`config.mk`:
```
export PLATFORM = sky130hd
export DESIGN_NAME = fetch_unit
export DESIGN_NICKNAME = d
export VERILOG_FILES = /design/src/rtl/fetch_unit_pkg.sv /design/src/rtl/fetch_unit_npc_gen.sv /design/src/rtl/fetch_unit.sv
export SDC_FILE = /design/constraint.sdc
export NUM_CORES = 1
export LEC_CHECK = 0
export CAP_MARGIN = 20
export CORE_MARGIN = 5
export CORE_UTILIZATION = 45
export DETAILED_ROUTE_END_ITERATION = 16
export GPL_TIMING_DRIVEN = 0
export HOLD_SLACK_MARGIN = 0.05
export PLACE_DENSITY = 0.84
export SKIP_LAST_GASP = 1
export SLEW_MARGIN = 0
export SYNTH_ARGS = -nofsm -noshare
export SYNTH_HDL_FRONTEND = slang
export SYNTH_SLANG_ARGS = --single-unit
```
`constraint.sdc`:
```
create_clock -name clk -period 3.3 [get_ports clk]
set_input_delay 0.33 -clock clk [delete_from_list [all_inputs] [get_ports clk]]
set_output_delay 0.33 -clock clk [all_outputs]
set_load 0.01 [all_outputs]
```
`src/rtl/fetch_unit_pkg.sv`:
```
// fetch_unit_pkg: shared encodings and defaults for the fetch stage.
package fetch_unit_pkg;

    typedef enum logic [1:0] {
        NPC_PLUS4  = 2'd0,
        NPC_BRANCH = 2'd1,
        NPC_JUMP   = 2'd2,
        NPC_JR     = 2'd3
    } npc_sel_e;

    typedef enum logic {
        RUN  = 1'b0,
        HOLD = 1'b1
    } fetch_state_e;

    localparam logic [31:0] DEF_RESET_PC = 32'h0000_3000;
    localparam int          DEF_IM_WORDS = 4096;
    localparam logic [31:0] NOP          = 32'h0;

endpackage

```
`src/rtl/fetch_unit_npc_gen.sv`:
```
// npc_gen: combinational next-PC selection from decode-stage redirect info.
module npc_gen
    import fetch_unit_pkg::*;
(
    input  logic [31:0] pc_i,
    input  logic [31:0] pc_d_i,
    input  logic [1:0]  npc_sel_i,
    input  logic        br_taken_i,
    input  logic [15:0] imm16_i,
    input  logic [25:0] imm26_i,
    input  logic [31:0] rs_val_i,
    output logic [31:0] npc_o
);
    logic [31:0] pc4;
    logic [31:0] br_tgt;
    assign pc4    = pc_i + 32'd4;
    // Branch offset is relative to the delay-slot address, i.e. the branch's own pc + 4.
    assign br_tgt = pc_d_i + 32'd4 + {{14{imm16_i[15]}}, imm16_i, 2'b00};
    always_comb begin
        npc_o = npc_sel_i == NPC_BRANCH ? (br_taken_i ? br_tgt : pc4) :
                npc_sel_i == NPC_JUMP   ? {pc_d_i[31:28], imm26_i, 2'b00} :
                npc_sel_i == NPC_JR     ? rs_val_i : pc4;
    end
endmodule

```
`src/rtl/fetch_unit.sv`:
```
// fetch_unit: PC register, IF/ID pipeline register, fetch-fault check and run/hold FSM.
module fetch_unit
    import fetch_unit_pkg::*;
#(
    parameter logic [31:0] RESET_PC = DEF_RESET_PC,
    parameter int          IM_WORDS = DEF_IM_WORDS
) (
    input  logic        clk,
    input  logic        reset,
    input  logic        stall,
    input  logic        flush,
    input  logic [1:0]  npc_sel,
    input  logic        br_taken,
    input  logic [15:0] imm16_d,
    input  logic [25:0] imm26_d,
    input  logic [31:0] rs_val_d,
    output logic [31:0] pc_out,
    input  logic [31:0] instr_in,
    output logic [31:0] instr_d,
    output logic [31:0] pc_d,
    output logic [31:0] pc8_d,
    output logic        exc_d
);
    localparam logic [32:0] PC_END = {1'b0, RESET_PC} + 33'(4 * IM_WORDS);

    logic [31:0]  pc_q, npc, instr_q, pcd_q, pc8_q;
    logic         exc_q, fault;
    fetch_state_e state_q, state_d;

    npc_gen u_npc_gen (
        .pc_i      (pc_q),
        .pc_d_i    (pcd_q),
        .npc_sel_i (npc_sel),
        .br_taken_i(br_taken),
        .imm16_i   (imm16_d),
        .imm26_i   (imm26_d),
        .rs_val_i  (rs_val_d),
        .npc_o     (npc)
    );

    assign fault = (pc_q[1:0] != 2'b00) || (pc_q < RESET_PC) || ({1'b0, pc_q} >= PC_END);

    always_ff @(posedge clk) begin
        if (reset) begin
            pc_q    <= RESET_PC;
            instr_q <= NOP;
            pcd_q   <= 32'h0;
            pc8_q   <= 32'h0;
            exc_q   <= 1'b0;
        end else if (!stall) begin
            pc_q    <= npc;
            instr_q <= (flush || fault) ? NOP : instr_in;
            pcd_q   <= flush ? 32'h0 : pc_q;
            pc8_q   <= flush ? 32'h0 : pc_q + 32'd8;
            exc_q   <= !flush && fault;
        end
    end

    always_ff @(posedge clk) begin
        state_q <= reset ? RUN : state_d;
    end

    always_comb begin
        state_d = state_q;
        if (state_q == RUN && stall)
            state_d = HOLD;
        else if (state_q == HOLD && !stall)
            state_d = RUN;
    end

    assign pc_out  = pc_q;
    assign instr_d = instr_q;
    assign pc_d    = pcd_q;
    assign pc8_d   = pc8_q;
    assign exc_d   = exc_q;
endmodule

```
Word level (Yosys, flattened, before mapping)
Index checks and enable logic that the tools add are counted.
W data, S select, Z words.

storage, ports and cells
  output and inout bits = 129
  logic and storage cells = 27
  input bits = 113
  bits in writable memories = 0
  bits in latches = 0
  bits in read-only memories = 0
  memories kept = 0
  register bits = 129

cells by class
  multiplexer cells = 7
  add/sub/neg operators = 4
  shift-type cells = 0
  bitwise logic cells = 0
  reduce and logical (&&, ||, !) cells = 6
  magnitude comparators = 2
  eq/ne operators = 3
  multipliers = 0
  div/mod/pow operators = 0

operators by type and width
  operator                 count
  $mux W32                 7
  $add A32 B3 Y32 const B  2
  $add A32 B32 Y32         1
  $add A32 B4 Y32 const B  1
  $ge A32 B15 Y1 const B   1
  $lt A32 B14 Y1 const B   1
  $eq A2 B2 Y1 const B     2
  $logic_or A1 B1 Y1       3
  $eq A2 B1 Y1 const B     1
  $reduce_bool A2 Y1       1
  $logic_and A1 B1 Y1      1
  $logic_not A1 Y1         1

Depth between registers and ports, before layout
  word-level depth = 5
  gate-level depth with buffers = 13
  depth with buffers taken out = 13

Cells and area by module
A second synthesis with hierarchy kept.

second synthesis, totals
  cells, all modules = 1052
  area total of the unflattened synthesis = 8602.0 µm²

modules (own cells, without submodules)
  module      seq. area each (µm²)  area an instance (µm²)  cells each  times used
  fetch_unit  2522.4                5231.3                  594         1
  npc_gen     0.0                   3370.7                  458         1

Worst setup path after synthesis
OpenSTA, ideal clock, no wires.

  path type = register -> register
  start = register pcd_q[3] (netlist: pc_d[3])
  end = register pc_q[25] (netlist: pc_out[25])
  library setup time = 0.120 ns
  cell stages (with the launch flop) = 12
  slack = 0.329 ns
  data required time = 3.180 ns
  arrival = 2.852 ns
  buffers on the path = 0
  period minus slack after synthesis = 2.971 ns
  cells stage by stage = dfxtp_1 > ha_1 > ha_1 > fa_1 > a21oi_1 > o211ai_1 > a211o_1 > a21o_1 > a41o_1 > a31oi_1 > nor3_1 > a211o_1

on the way
  cells in the longest elaborated chain, start to end = 4

ends and longest elaborated chain
  what                    RTL line                  source
  start, declared         fetch_unit.sv:26          logic [31:0] pc_q, npc, instr_q, pcd_q, pc8_q;
  start signal, assigned  fetch_unit.sv:53          pcd_q <= flush ? 32'h0 : pc_q;
  $add A32 B3 Y32         fetch_unit_npc_gen.sv:18  assign br_tgt = pc_d_i + 32'd4 + {{14{imm16_i[15]}}, imm16_i, 2'b00};
  $add A32 B32 Y32        fetch_unit_npc_gen.sv:18
  $mux W32 (2 in series)  fetch_unit_npc_gen.sv:20  npc_o = npc_sel_i == NPC_BRANCH ? (br_taken_i ? br_tgt : pc4) :
  end signal, assigned    fetch_unit.sv:51          pc_q <= npc;
  end, declared           fetch_unit.sv:26

Every way passes these cells.
A chain may end at the register's enable or synchronous reset.

Final worst setup path
  start = input port imm16_d[1]
  end = register pc_q[29] (netlist: pc_out[29])

on the way
  cells in the longest elaborated chain, start to end = 3

ends and longest elaborated chain
  what                    RTL line                  source
  start, declared         fetch_unit.sv:14          input logic [15:0] imm16_d,
  $add A32 B32 Y32        fetch_unit_npc_gen.sv:18
  $mux W32 (2 in series)  fetch_unit_npc_gen.sv:20

Every way passes these cells.

==> results_dict.tcl <==
set metrics [dict create \
    avgSynthCellArea_um2 8.01 \
    path_common_cell "ha_1" \
    grt_setup_unrepaired "no" \
    startpoint_type "input pin" \
    drv_cap 0 \
    hold_violations 0 \
    start_util_pct 46.1 \
    cts_tree "yes" \
    gp_congestion 1.03 \
    crit_arrival_ns 3.57 \
    setup_viol 0 \
    crit_fanout 4 \
    crit_type "input pin to register" \
    status "completed" \
    finalClockSkew_ns 0.0112 \
    crit_path_cell_trace "clkdlybuf4s50_1 > ha_1 > ha_1 > fa_2 > a21oi_2 > o211ai_1 > a211o_1 > a21o_1 > a41o_1 > a21oi_1 > xor2_1 > a211oi_2" \
    dieWidth_um 146 \
    yosys.area.top_type "dfxtp_1" \
    drive_gt1_share_pct 7.38 \
    dr.pass1.iters 6 \
    maxSlewHeadroom_pct 36.1 \
    clock_path_buffers 2 \
    synth.distinct_cells 66 \
    grt_max_degree 17 \
    grt_pass1_vias 9119 \
    wire_per_inst_um 21.9 \
    antenna_cells 0 \
    root_buffer "clkbuf_16" \
    synth_seq_cells 126 \
    yosys-top-cells-count "151 x nor2_1, 126 x dfxtp_1, 100 x a21oi_1, 62 x a22oi_1, 60 x ha_1" \
    synth-edff-count 0 \
    ios 242 \
    synth.top_cell.area_share_pct 30.3 \
    routed_wl_um 33800 \
    viasPerCell 6.11 \
    ir_drop_v 0.000346 \
    dieArea_mm2 0.0213 \
    synthesis.area_mm2 0.00833 \
    end_kind "register" \
    crit_family "compound AO/OA/AOI/OAI gates" \
    finalCritPeriodShare_pct 98.8 \
    fin_crit_ns 3.26 \
    area_delta_synth_final_pct 39.6 \
    antenna_found_initial 0 \
    cts.htree.levels 4 \
    core-area_mm2 0.0181 \
    num_rows 49 \
    seq_area_frac_synth_pct 30.3 \
    setup_tns_ns 0 \
    track_usage_pct 30.1 \
    synth_cells 1040 \
    yosysMostFrequentCell "nor2_1" \
    route.detailed.drc 0 \
    clkSlewWorstSetupHoldPaths_ns 0.06 \
    worstPathRequired_ns 3.61 \
    cts_made_buffers 17 \
    cellPowerDensity_mw_per_mm2 382 \
    max_stage_delay_ns 0.43 \
    gr-total-overflow 0 \
    ant_nets 0 \
    die_h_um 146 \
    slowest_stage "clkdlybuf4s50_1" \
    syn_nets 1214 \
    first_iter_violations 1119 \
    synth_area_leaders "dfxtp_1 30%, ha_1 9.0%, nor2_1 6.8%, a21oi_1 6.0%, a22oi_1 5.6%" \
    grt_pass1_wl_um 50800 \
    hold_class "register to register" \
    worst-path-buf-inv 1 \
    fmax_mhz 307 \
    vias 9434 \
    worst_slack_ns 0.0395 \
    final-max-slew-violation-count 0 \
    worstMarginPinSlew_ns 0.950 \
    yosys_warnings 0 \
    fin_nets 1476 \
    port_buffers 239 \
    dp_hpwl_um 25900 \
    synthArstFlopShare_pct 0 \
    place_ws_ns -0.583 \
    synth_ff_type "dfxtp_1" \
    worstSkewPairLatency_ns 0.44 \
    leakagePower_uw 0.00449 \
    cts.sinks 126 \
]
where the power goes:
group / leakage (uW) / internal (uW) / switching, uW / total [uW]
registers: 0.00102 / 1570 / 51.4 / 1620
logic: 0.00319 / 431 / 521 / 951
clock network: 0.000270 / 1070 / 801 / 1870
layout by cell type (no fill, tap or decap), types with 9 or more instances in the layout:
cell,instances
a22oi_1,62
nand4_1,19
nor3b_1,22
nor2_1,151
clkbuf_1,59
mux2i_1,14
clkdlybuf4s50_1,238
xor2_1,24
a211oi_1,14
dfxtp_1,125
ha_1,60
nor3_1,27
mux2_2,11
a21o_1,12
buf_4,12
o21ai_0,24
and2_1,9
xnor2_1,47
a21oi_1,99
buf_2,13
clkbuf_16,17
inv_1,26
nand3_1,18
nand2_1,59
a221oi_1,10
cells by family (layout without fill, tap and decap cells):
| group | Yosys count | after routing | synth area share (%) |
|---|---|---|---|
| buf+inv | 116 | 391 | 5.96 |
| simple gates | 353 | 353 | 20.5 |
| fa+ha+maj | 61 | 61 | 9.25 |
| compound gates | 283 | 283 | 22.3 |
| xor+xnor | 72 | 72 | 7.57 |
| flops | 126 | 126 | 30.3 |
| mux | 29 | 29 | 4.11 |
through the flow:
stage	area, um2	instances	hold slack, ns	utilization (%)	power (uW)
after floorplan	8330	1040	0.474	-	2140
after global placement	11000	1508	0.473	60.9	2560
after detailed placement	11000	1508	0.492	60.9	2570
after CTS	11600	1540	0.505	64.1	4400
after global routing	11600	1544	0.528	64.3	4560
final	11600	1544	0.506	64.3	4440
final timing paths:
kind	slack, ns	end	startpoint	cells after the start
worst max-delay path	0.04	pc_out[29]	imm16_d[1]	12
worst min-delay path	0.51	pc8_d[3]	pc8_d[3]	2
worst max register to register	0.05	pc_out[29]	pc_d[3]	11
worst min register to register	0.51	pc8_d[3]	pc8_d[3]	2
registers in the layout, summed over array words and instances, names as in the netlist:
register	count
exc_d	1
pc8_d	29
instr_d	32
pc_d	32
pc_out	32
what timing repair did:
item                                    in CTS  in global routing
endpoints found under the setup margin       4                  4
gates resized for setup                      3                  6
hold buffers                                 0                  0
pin swaps                                    0                  5
buffers inserted                             0                  4
tightest hold or removal path, delay by kind of cell, from the launching register on:
kind | cells | cell delay, ns
flip-flops | 1 | 0.33
AND/OR/NAND/NOR | 1 | 0.08
AO/OA/AOI/OAI | 1 | 0.07
layout make-up:
class	instances	area (um2)
plain buffers	90	399
multi-input cells	798	5340
clock inverters	14	131
well taps	229	287
repair buffers	243	2420
clock buffers	18	439
inverters	26	97.6
fillers	1557	6450
flip-flops and latches	126	2520
metal layers:
metal	vias up	wire [um]	track usage, %
met2	585	15600	49.7
met1	4462	13000	37.5
li1	4258	-	-
met4	0	1530	12.6
met3	129	3620	7.59
met5	-	0	0
Power figures use the tool's default switching activity.
